===== config.mk =====
export PLATFORM = sky130hd
export DESIGN_NAME = egg_scheduler
export DESIGN_NICKNAME = d
export VERILOG_FILES = /design/src/rtl/egg_pkg.sv /design/src/rtl/egg_slot_hit.sv /design/src/rtl/egg_scheduler.sv
export SDC_FILE = /design/constraint.sdc
export NUM_CORES = 1
export LEC_CHECK = 0
export BUFFER_PORTS_ARGS = -buffer_cell sky130_fd_sc_hd__buf_4
export CORE_MARGIN = 2
export CORE_UTILIZATION = 30
export DETAILED_ROUTE_END_ITERATION = 12
export REMOVE_ABC_BUFFERS = 1
export SETUP_SLACK_MARGIN = 0.1
export SKIP_LAST_GASP = 1
export SLEW_MARGIN = 20
export SYNTH_ARGS = -nofsm -noshare
export SYNTH_HDL_FRONTEND = slang
export SYNTH_HIERARCHICAL = 1
export SYNTH_SLANG_ARGS = --single-unit

===== constraint.sdc =====
create_clock -name clk -period 4.2 [get_ports clk]
set_clock_uncertainty 0.15 [all_clocks]
set_input_delay 0.84 -clock clk [delete_from_list [all_inputs] [get_ports clk]]
set_output_delay 0.84 -clock clk [all_outputs]
set_load 0.02 [all_outputs]

===== src/rtl/egg_pkg.sv =====
// Shared constants, FSM state type and a priority helper for the egg scheduler.
package egg_pkg;

  localparam int SCREEN_W   = 96;
  localparam int SCREEN_H   = 64;
  localparam int NUM_PIXELS = SCREEN_W * SCREEN_H;

  localparam logic [7:0] COL_LO = 8'd2;
  localparam logic [7:0] COL_HI = 8'd9;
  localparam logic [7:0] ROW_LO = 8'd2;
  localparam logic [7:0] ROW_HI = 8'd11;

  localparam logic [15:0] BG_COLOUR = 16'hFDDB;

  typedef enum logic {
    IDLE   = 1'b0,
    UPDATE = 1'b1
  } state_t;

  // Index of the lowest set bit; 0 when no bit is set.
  function automatic logic [1:0] first_set(input logic [3:0] v);
    logic [1:0] idx;
    if (v[0]) begin
      idx = 2'd0;
    end else if (v[1]) begin
      idx = 2'd1;
    end else if (v[2]) begin
      idx = 2'd2;
    end else if (v[3]) begin
      idx = 2'd3;
    end else begin
      idx = 2'd0;
    end
    return idx;
  endfunction

endpackage


===== src/rtl/egg_slot_hit.sv =====
// Combinational test of whether the current pixel falls inside one egg's sprite box.
module egg_slot_hit
  import egg_pkg::*;
(
  input  logic [6:0] row,
  input  logic [6:0] col,
  input  logic [6:0] x,
  input  logic [6:0] y,
  input  logic       active,
  output logic       hit
);

  logic [7:0] col8;
  logic [7:0] row8;
  logic [7:0] x_lo;
  logic [7:0] x_hi;
  logic [7:0] y_lo;
  logic [7:0] y_hi;

  // Widened to 8 bits so the box edges never wrap near the screen limits.
  assign col8 = {1'b0, col};
  assign row8 = {1'b0, row};
  assign x_lo = {1'b0, x} + COL_LO;
  assign x_hi = {1'b0, x} + COL_HI;
  assign y_lo = {1'b0, y} + ROW_LO;
  assign y_hi = {1'b0, y} + ROW_HI;

  assign hit = active
             && (col8 >= x_lo) && (col8 <= x_hi)
             && (row8 >= y_lo) && (row8 <= y_hi);

endmodule


===== src/rtl/egg_scheduler.sv =====
// Egg slot lifecycle (spawn, per-frame fall, landing) and two-stage compositing
// of the per-slot renderer pixels into the OLED stream.
module egg_scheduler
  import egg_pkg::*;
#(
  parameter int          NUM_SLOTS = 4,
  parameter int          FRAME_DIV = 4,
  parameter int          X_MAX     = 86,
  parameter int          Y_MAX     = 52,
  parameter logic [15:0] BG_COLOUR = egg_pkg::BG_COLOUR
) (
  input  logic        clk,
  input  logic        reset,
  input  logic [12:0] pixel_index,
  input  logic        spawn_valid,
  input  logic [6:0]  spawn_x,
  output logic        spawn_ready,
  output logic [27:0] slot_x,
  output logic [27:0] slot_y,
  output logic [3:0]  slot_active,
  input  logic [63:0] slot_pix,
  output logic [15:0] oled_data,
  output logic        landed,
  output logic [1:0]  landed_slot
);

  localparam logic [3:0]  DIV_LAST = 4'(FRAME_DIV - 1);
  localparam logic [6:0]  X_LIM    = 7'(X_MAX);
  localparam logic [6:0]  Y_LAND   = 7'(Y_MAX);
  localparam logic [12:0] LAST_PIX = 13'(NUM_PIXELS - 1);
  localparam logic [12:0] W13      = 13'(SCREEN_W);

  state_t                      state_r, state_n;
  logic [1:0]                  idx_r, idx_n;
  logic [3:0]                  frame_cnt_r, frame_cnt_n;
  logic [12:0]                 pix_prev_r;
  logic [NUM_SLOTS-1:0][6:0]   x_r, x_n;
  logic [NUM_SLOTS-1:0][6:0]   y_r, y_n;
  logic [NUM_SLOTS-1:0]        act_r, act_n;
  logic                        landed_r, landed_n;
  logic [1:0]                  landed_slot_r, landed_slot_n;
  logic                        ready_r, ready_n;

  logic                        tick;
  logic                        wrap;
  logic                        enter_update;
  logic                        accept;
  logic [1:0]                  free_idx;
  logic [6:0]                  spawn_x_clamped;

  logic [6:0]                  row;
  logic [6:0]                  col;
  logic [NUM_SLOTS-1:0]        hit;
  logic [NUM_SLOTS-1:0]        hit_valid;
  logic [1:0]                  sel_r;
  logic                        any_r;
  logic [15:0]                 oled_r;

  assign tick            = (pixel_index == 13'd0) && (pix_prev_r != 13'd0);
  assign wrap            = tick && (frame_cnt_r == DIV_LAST);
  assign enter_update    = wrap && (state_r == IDLE);
  // The entering tick masks ready combinationally so UPDATE always wins a collision.
  assign spawn_ready     = ready_r && !enter_update;
  assign accept          = spawn_valid && spawn_ready;
  assign free_idx        = first_set(~act_r);
  assign spawn_x_clamped = (spawn_x > X_LIM) ? X_LIM : spawn_x;

  // Frame counter advances on every tick, including ticks seen during UPDATE.
  always_comb begin
    frame_cnt_n = frame_cnt_r;
    if (wrap) begin
      frame_cnt_n = 4'd0;
    end else if (tick) begin
      frame_cnt_n = frame_cnt_r + 4'd1;
    end else begin
      frame_cnt_n = frame_cnt_r;
    end
  end

  // Slot FSM: spawns in IDLE, one slot per cycle fall/land walk in UPDATE.
  always_comb begin
    state_n       = state_r;
    idx_n         = 2'd0;
    x_n           = x_r;
    y_n           = y_r;
    act_n         = act_r;
    landed_n      = 1'b0;
    landed_slot_n = landed_slot_r;
    case (state_r)
      IDLE: begin
        if (enter_update) begin
          state_n = UPDATE;
        end else if (accept) begin
          x_n[free_idx]   = spawn_x_clamped;
          y_n[free_idx]   = 7'd0;
          act_n[free_idx] = 1'b1;
        end else begin
          state_n = IDLE;
        end
      end
      UPDATE: begin
        idx_n = idx_r + 2'd1;
        if (act_r[idx_r]) begin
          if ((y_r[idx_r] + 7'd1) == Y_LAND) begin
            act_n[idx_r]  = 1'b0;
            y_n[idx_r]    = 7'd0;
            landed_n      = 1'b1;
            landed_slot_n = idx_r;
          end else begin
            y_n[idx_r] = y_r[idx_r] + 7'd1;
          end
        end else begin
          act_n[idx_r] = 1'b0;
        end
        if (idx_r == 2'd3) begin
          state_n = IDLE;
        end else begin
          state_n = UPDATE;
        end
      end
      default: begin
        state_n = IDLE;
      end
    endcase
    ready_n = (state_n == IDLE) && (act_n != {NUM_SLOTS{1'b1}});
  end

  // Control and slot state registers.
  always_ff @(posedge clk or posedge reset) begin
    if (reset) begin
      state_r       <= IDLE;
      idx_r         <= 2'd0;
      frame_cnt_r   <= 4'd0;
      pix_prev_r    <= 13'd0;
      x_r           <= '0;
      y_r           <= '0;
      act_r         <= {NUM_SLOTS{1'b0}};
      landed_r      <= 1'b0;
      landed_slot_r <= 2'd0;
      ready_r       <= 1'b0;
    end else begin
      state_r       <= state_n;
      idx_r         <= idx_n;
      frame_cnt_r   <= frame_cnt_n;
      pix_prev_r    <= pixel_index;
      x_r           <= x_n;
      y_r           <= y_n;
      act_r         <= act_n;
      landed_r      <= landed_n;
      landed_slot_r <= landed_slot_n;
      ready_r       <= ready_n;
    end
  end

  assign row       = 7'(pixel_index / W13);
  assign col       = 7'(pixel_index % W13);
  assign hit_valid = (pixel_index <= LAST_PIX) ? hit : {NUM_SLOTS{1'b0}};

  for (genvar g = 0; g < NUM_SLOTS; g++) begin : g_hit
    egg_slot_hit u_hit (
      .row    (row),
      .col    (col),
      .x      (x_r[g]),
      .y      (y_r[g]),
      .active (act_r[g]),
      .hit    (hit[g])
    );
  end

  // Stage 1 picks the topmost egg; stage 2 aligns with the renderers' one-cycle lag.
  always_ff @(posedge clk or posedge reset) begin
    if (reset) begin
      sel_r  <= 2'd0;
      any_r  <= 1'b0;
      oled_r <= BG_COLOUR;
    end else begin
      sel_r  <= first_set(hit_valid);
      any_r  <= |hit_valid;
      oled_r <= any_r ? slot_pix[{sel_r, 4'd0} +: 16] : BG_COLOUR;
    end
  end

  assign slot_x      = x_r;
  assign slot_y      = y_r;
  assign slot_active = act_r;
  assign landed      = landed_r;
  assign landed_slot = landed_slot_r;
  assign oled_data   = oled_r;

endmodule


[After elaboration in Yosys (flattened, before gate mapping)]
Index checks and enable logic that the tools add are counted.
Operators by class
  reductions and logical operators: 32
  mux-type cells: 44
  $lt $le $gt $ge: 22
  add/sub/neg operators: 19
  shifts and indexed selects: 1
  bitwise operators: 11
  div/mod/pow operators: 2
  equal/unequal tests: 7
Operator list (count)
  $mux 28: 4
  $add 7x2->8 const B: 8
  $add 7x4->8 const B: 8
  $ge 7x8->1: 8
  $le 7x8->1: 8
  $shiftx 64x7->16: 1
  $and 28x28->28: 2
  $bwmux 28: 2
  $not 28->28: 2
  $pmux 28 s2: 1
  $demux 7 s2: 2
  $mux 4: 7
  $mux 7: 4
  $logic_and 1x1->1: 24
  $mux 2: 9
  $mux 16: 1
  $bmux 7 s2: 1
  $div 13x7->13 const B: 1
  $le 13x13->1 const B: 1
  $logic_not 13->1: 1
  $mod 13x7->13 const B: 1
  $reduce_bool 13->1: 1
  $reduce_and 3->1: 3
  $mux 1: 8
  23 further kinds: 30
Word-level totals
  register bits after elaboration: 103
  logic and storage cells: 157
  output and inout port bits: 80
  input port bits: 87

[Logic depth before layout (Yosys ltp)]
  word-level depth: 15
  depth in mapped cells: 18
  mapped depth without buffers: 16

[Cells and area by module]
The synthesis kept the hierarchy.
Modules (own cells, without submodules)
  egg_scheduler: cells each 425, seq. area each 2593.7 um^2, area an instance 5222.5 um^2, times used 1
  egg_slot_hit at g_hit[0].u_hit ...: cells each 130, seq. area each 0.0 um^2, area an instance 1003.5 um^2, times used 3
  egg_slot_hit at g_hit[3].u_hit: cells each 126, seq. area each 0.0 um^2, area an instance 958.4 um^2, times used 1

[Worst setup path after synthesis]
Ideal clock, no wire load.
  path type: input to register
  start: input pixel_index[10]
  end: register sel_r[0]
  data required time: 3915 ps
  arrival time: 3774 ps
  buffers on the path: 1
  slack: 141 ps
  setup time: 135 ps
  cell stages on the path: 16
  path through: buf_2 or3b_2 o22ai_1 nand2b_1 a21boi_1 mux2_2 a22oi_1 ha_1 o21a_1 o21ai_0 a31oi_1 o21ai_0 and4bb_1 inv_1 a21oi_1 nor3_1
On the way
  elaborated cells on any way between the ends: 40
  those cells by class: div (2); order compare (17); mux (5); reduce/logical (16)
RTL lines
  start, declared: line egg_scheduler.sv:14  | input logic [12:0] pixel_index,
  $mod 13x7->13 (*): line egg_scheduler.sv:156  | assign col = 7'(pixel_index % W13);
  via col[5]: line egg_scheduler.sv:52  | logic [6:0] col;
  $ge 7x8->1: line egg_slot_hit.sv:29  | && (col8 >= x_lo) && (col8 <= x_hi)
  $logic_and 1x1->1: line egg_slot_hit.sv:29
  $logic_and 1x1->1 (*): line egg_slot_hit.sv:29
  $logic_and 1x1->1 (*) (2 in a row): line egg_slot_hit.sv:30  | && (row8 >= y_lo) && (row8 <= y_hi);
  via hit[2]: line egg_scheduler.sv:53  | logic [NUM_SLOTS-1:0] hit;
  $mux 4 (*): line egg_scheduler.sv:157  | assign hit_valid = (pixel_index <= LAST_PIX) ? hit : {NUM_SLOTS{1'b0}};
  $mux 2 (*): line egg_pkg.sv:27  | end else if (v[2]) begin
  $mux 2 (*): line egg_pkg.sv:25  | end else if (v[1]) begin
  $mux 2 (*): line egg_pkg.sv:23  | if (v[0]) begin
  end signal, assigned: line egg_scheduler.sv:177  | sel_r <= first_set(hit_valid);
  end, declared: line egg_scheduler.sv:55  | logic [1:0] sel_r;
Mark *: on every way through the listed nets, which the timed path passes. The rest lies on a longest branch.
A chain may end at the register's enable or synchronous reset.

[Final worst setup path]
  start: input pixel_index[11]
  end: register sel_r[0]
Same word-level chain as after synthesis.

==> results by group <==
Drt
  – Antenna Nets Post-Route: 0
  – Vias per cell: ~5.3
  – WL per Instance: about 18 µm
  – DRC viols: 0
  – Routed wire length: 27200 µm
  – DR iter-0 viols: 484
  – Pre-antenna DRT Iters: 5
  – Vias: 8066

Yosys
  – Sequential area share after synthesis: between 20 and 30%
  – Mapped Area: between 9000 and 10000 µm²
  – Synth unique cells: just over 70
  – Mean Syn Cell Area: 9.77 µm²
  – Primary FF master, synth: dfrtp_1
  – Synth warnings: 6
  – Synth Area in Adders: between 10% and 20%
  – Compound-cell area share of the yosys netlist: approximately 15%
  – Post-synthesis async set-or-reset flop share: 100%
  – Yosys reg bits: a little over 100
  – EDFF count, synth: 0
  – Post-synthesis mux area share: ~10%
  – Post-synthesis xor/xnor area fraction: 7.72%
  – Synth Instances: ~940
  – Simple-Gate Fraction of Synth Area: 15.6%
  – Largest family of logic cells by synthesized area: adder cells

Floorplanning
  – Ports: about 170
  – FP Rows: 64
  – Total Die Area: 32100 µm²
  – DIE WIDTH: between 150 and 200 µm
  – Core area: 30300 µm²
  – Die Y: roughly 180 µm
  – Initial Util: 30.3%

GRT
  – Initial antenna violation count: 0
  – Largest net degree at the start of global routing: a little under 70
  – GR Util met2: 28.6%
  – Global-route wire length before repair: 42300 µm
  – Vias in the first global route: roughly 8000
  – GR Layer Usage met3: 2.71%
  – Total gr overflow: 0
  – Met1 Use GR: 22.1%
  – Gr usage total: about 17%
  – Top Usage Layer GRT: met2

Pwr
  – Internal power: ~1.8 mW
  – Lkg Pwr: between 4 and 5 nW
  – Switching pwr: between 0.8 and 0.9 mW
  – Tot Pwr: between 2 and 3 mW
  – Switching share of total power: between 30% and 40%
  – Clock share of power: between 30 and 40%
  – Peak VDD IR: approximately 0.00018 V
  – Seq pwr share: between 40% and 50%
  – Pwr dens: approximately 230 nW/µm²
  – Combinational power share: between 20% and 30%

STA
  – Fin Hold WS: roughly 0.36 ns
  – Final WS setup: about 0.31 ns
  – Pins Over Slew Limit: 0
  – Slew HR: 42.1%
  – RSZ-0062 raised after global routing: true
  – Final Hold Fails: 0
  – Min Tclk post-route: 3.89 ns
  – Least-Margin Pin Slew: around 0.87 ns
  – Setup violators final: 0
  – Final worst-path cycle share: 92.6%
  – Highest clock rate: around 0.26 GHz

Finish
  – Most frequent cells in the layout: buf_4 (208), ha_1 (138), dfrtp_1 (89), nand2_1 (67), a21oi_1 (66)
  – Multi-input logic area: 6230 µm²
  – Layout area overhead: 23.7%
  – Register area: ~2600 µm²
  – End-of-flow core utilization: 37.5%
  – Commonest non-fill, non-tap cell in the layout: buf_4
  – Share of layout cells above drive strength 1: 28.5%
  – Antenna cells: 0
  – Design Area, Final: between 10000 and 15000 µm²
  – Fillers: between 2000 and 3000
  – Number of nets in the layout: around 1300

Clocking
  – Deepest clock path buffer count: 2
  – Total setup buffers inserted after CTS: 0
  – Clock Sinks: 103
  – Clk Tree Root Cell: clkbuf_16
  – CTS tree: done
  – Worst-path clk slew: roughly 0.080 ns
  – Num CTS Buffers: 9
  – Skew-Pair Late Insertion Delay: 0.36 ns
  – H-tree Lvls: 3

Status
  – Outcome: finished clean

Setup path
  – Critical Path AT: slightly below 4 ns
  – Setup CP Type: in -> reg
  – Nature of the critical path endpoint: register
  – Startpoint types: primary input
  – Crit Path Max Fanout: 9
  – WP data required: 4.27 ns

Placement
  – Worst slack at placement: -0.148 ns
  – Routability Congestion: 0.847
  – Dpl hpwl: between 20000 and 25000 µm
  – Port bufs: roughly 170
  – Dpl cell area: ~11000 µm²

Job
  – Max Cap Viol: 0

Min path
  – Worst Hold Class: reg -> reg
final cells by class:
| class | instances | area share [%] |
|---|---|---|
| Sequential cell | 103 | 22.8 |
| Clock inverter | 7 | 0.561 |
| Multi-Input combinational cell | 749 | 54.8 |
| Inverter | 50 | 1.67 |
| Tap cell | 396 | 4.36 |
| Timing Repair Buffer | 209 | 13.8 |
| Clock buffer | 9 | 1.98 |
path summary, 6_finish.rpt:
path / startpoint / end / slack [ns] / depth (start not counted)
setup / recovery: pixel_index[11] / sel_r[0]$_DFF_PP0_ / 0.31 / 18
hold / removal: frame_cnt_r[3]$_DFFE_PP0P_ / frame_cnt_r[3]$_DFFE_PP0P_ / 0.36 / 1
setup reg to reg: slot_y[15]$_DFFE_PP0P_ / sel_r[0]$_DFF_PP0_ / 1.05 / 14
hold reg to reg: frame_cnt_r[3]$_DFFE_PP0P_ / frame_cnt_r[3]$_DFFE_PP0P_ / 0.36 / 1
max in group asynchronous: reset / slot_x[22]$_DFFE_PP0P_ / 2.57 / 3
min in group asynchronous: reset / oled_data[9]$_DFF_PP0_ / 0.52 / 2
power groups by stage:
| stage | sequential, mW | clock, mW | combinational [mW] |
|---|---|---|---|
| floorplan | 1.14 | 0 | 0.366 |
| global placement | 1.12 | 0 | 0.690 |
| detailed placement | 1.12 | 0 | 0.699 |
| CTS | 1.10 | 0.875 | 0.704 |
| global route | 1.11 | 0.918 | 0.788 |
| finish | 1.10 | 0.856 | 0.705 |
flip-flops by register name, indices dropped and copies added, names as in the netlist, 2 cells and up:
| signal | count |
|---|---|
| frame_cnt_r | 4 |
| idx_r | 2 |
| landed_slot | 2 |
| oled_data | 16 |
| pix_prev_r | 13 |
| sel_r | 2 |
| slot_active | 4 |
| slot_x | 28 |
| slot_y | 28 |
Yosys cell counts (all sizes together), types with 8 or more instances:
cell | number | area, µm²
o21ai | 34 | 170
dfrtp | 90 | 2250
dfstp | 13 | 342
a21oi | 71 | 374
o21a | 8 | 60.1
nand3 | 58 | 303
nand2 | 67 | 251
nor2 | 34 | 133
clkbuf | 13 | 48.8
inv | 50 | 188
xor2 | 38 | 333
mux2 | 33 | 372
xnor2 | 43 | 377
nand2b | 27 | 191
mux4 | 24 | 544
nand4 | 19 | 119
o22ai | 14 | 93.8
buf | 26 | 154
a41oi | 8 | 100
nor2b | 14 | 87.6
o2bb2ai | 24 | 210
ha | 138 | 1730
worst max-delay path: stages:
cell and delay [ns]:
buf_4 0.14, xnor2_1 0.15, a211o_1 0.30, a32o_1 0.27, a211oi_2 0.24, buf_4 0.18
mux2_2 0.17, a22oi_1 0.11, buf_4 0.17, buf_4 0.15, ha_1 0.29, nand4_1 0.10
a21oi_1 0.18, o22ai_1 0.11, and4bb_1 0.31, inv_1 0.06, a21oi_1 0.13, nor3_1 0.06
cells by family (layout without fill, tap and decap cells):
logic type,after synthesis,in the layout
multiplexers,59,59
AO/OA/AOI/OAI,207,207
XOR/XNOR,81,81
adder cells (fa/ha/maj),138,138
AND/OR/NAND/NOR,264,264
buffers and inverters,89,275
flip-flops,103,103
per-layer routing:
metal / routed length (µm) / up-vias
met3: 1820 / 44
met5: 0 / -
met1: 11800 / 3921
met2: 12800 / 267
met4: 741 / 0
li1: - / 3834
repair_timing:
item,CTS,global route
gates resized for setup,0,7
endpoints found under the setup margin,0,3
hold buffers,0,0
per-stage QoR:
step	TNS, ns	cells
floorplan	0	902
global placement	-0.259	1507
detailed placement	-0.322	1507
CTS	0	1523
global route	0	1523
finish	0	1523
No activity file was read; power rests on OpenSTA's default activity.
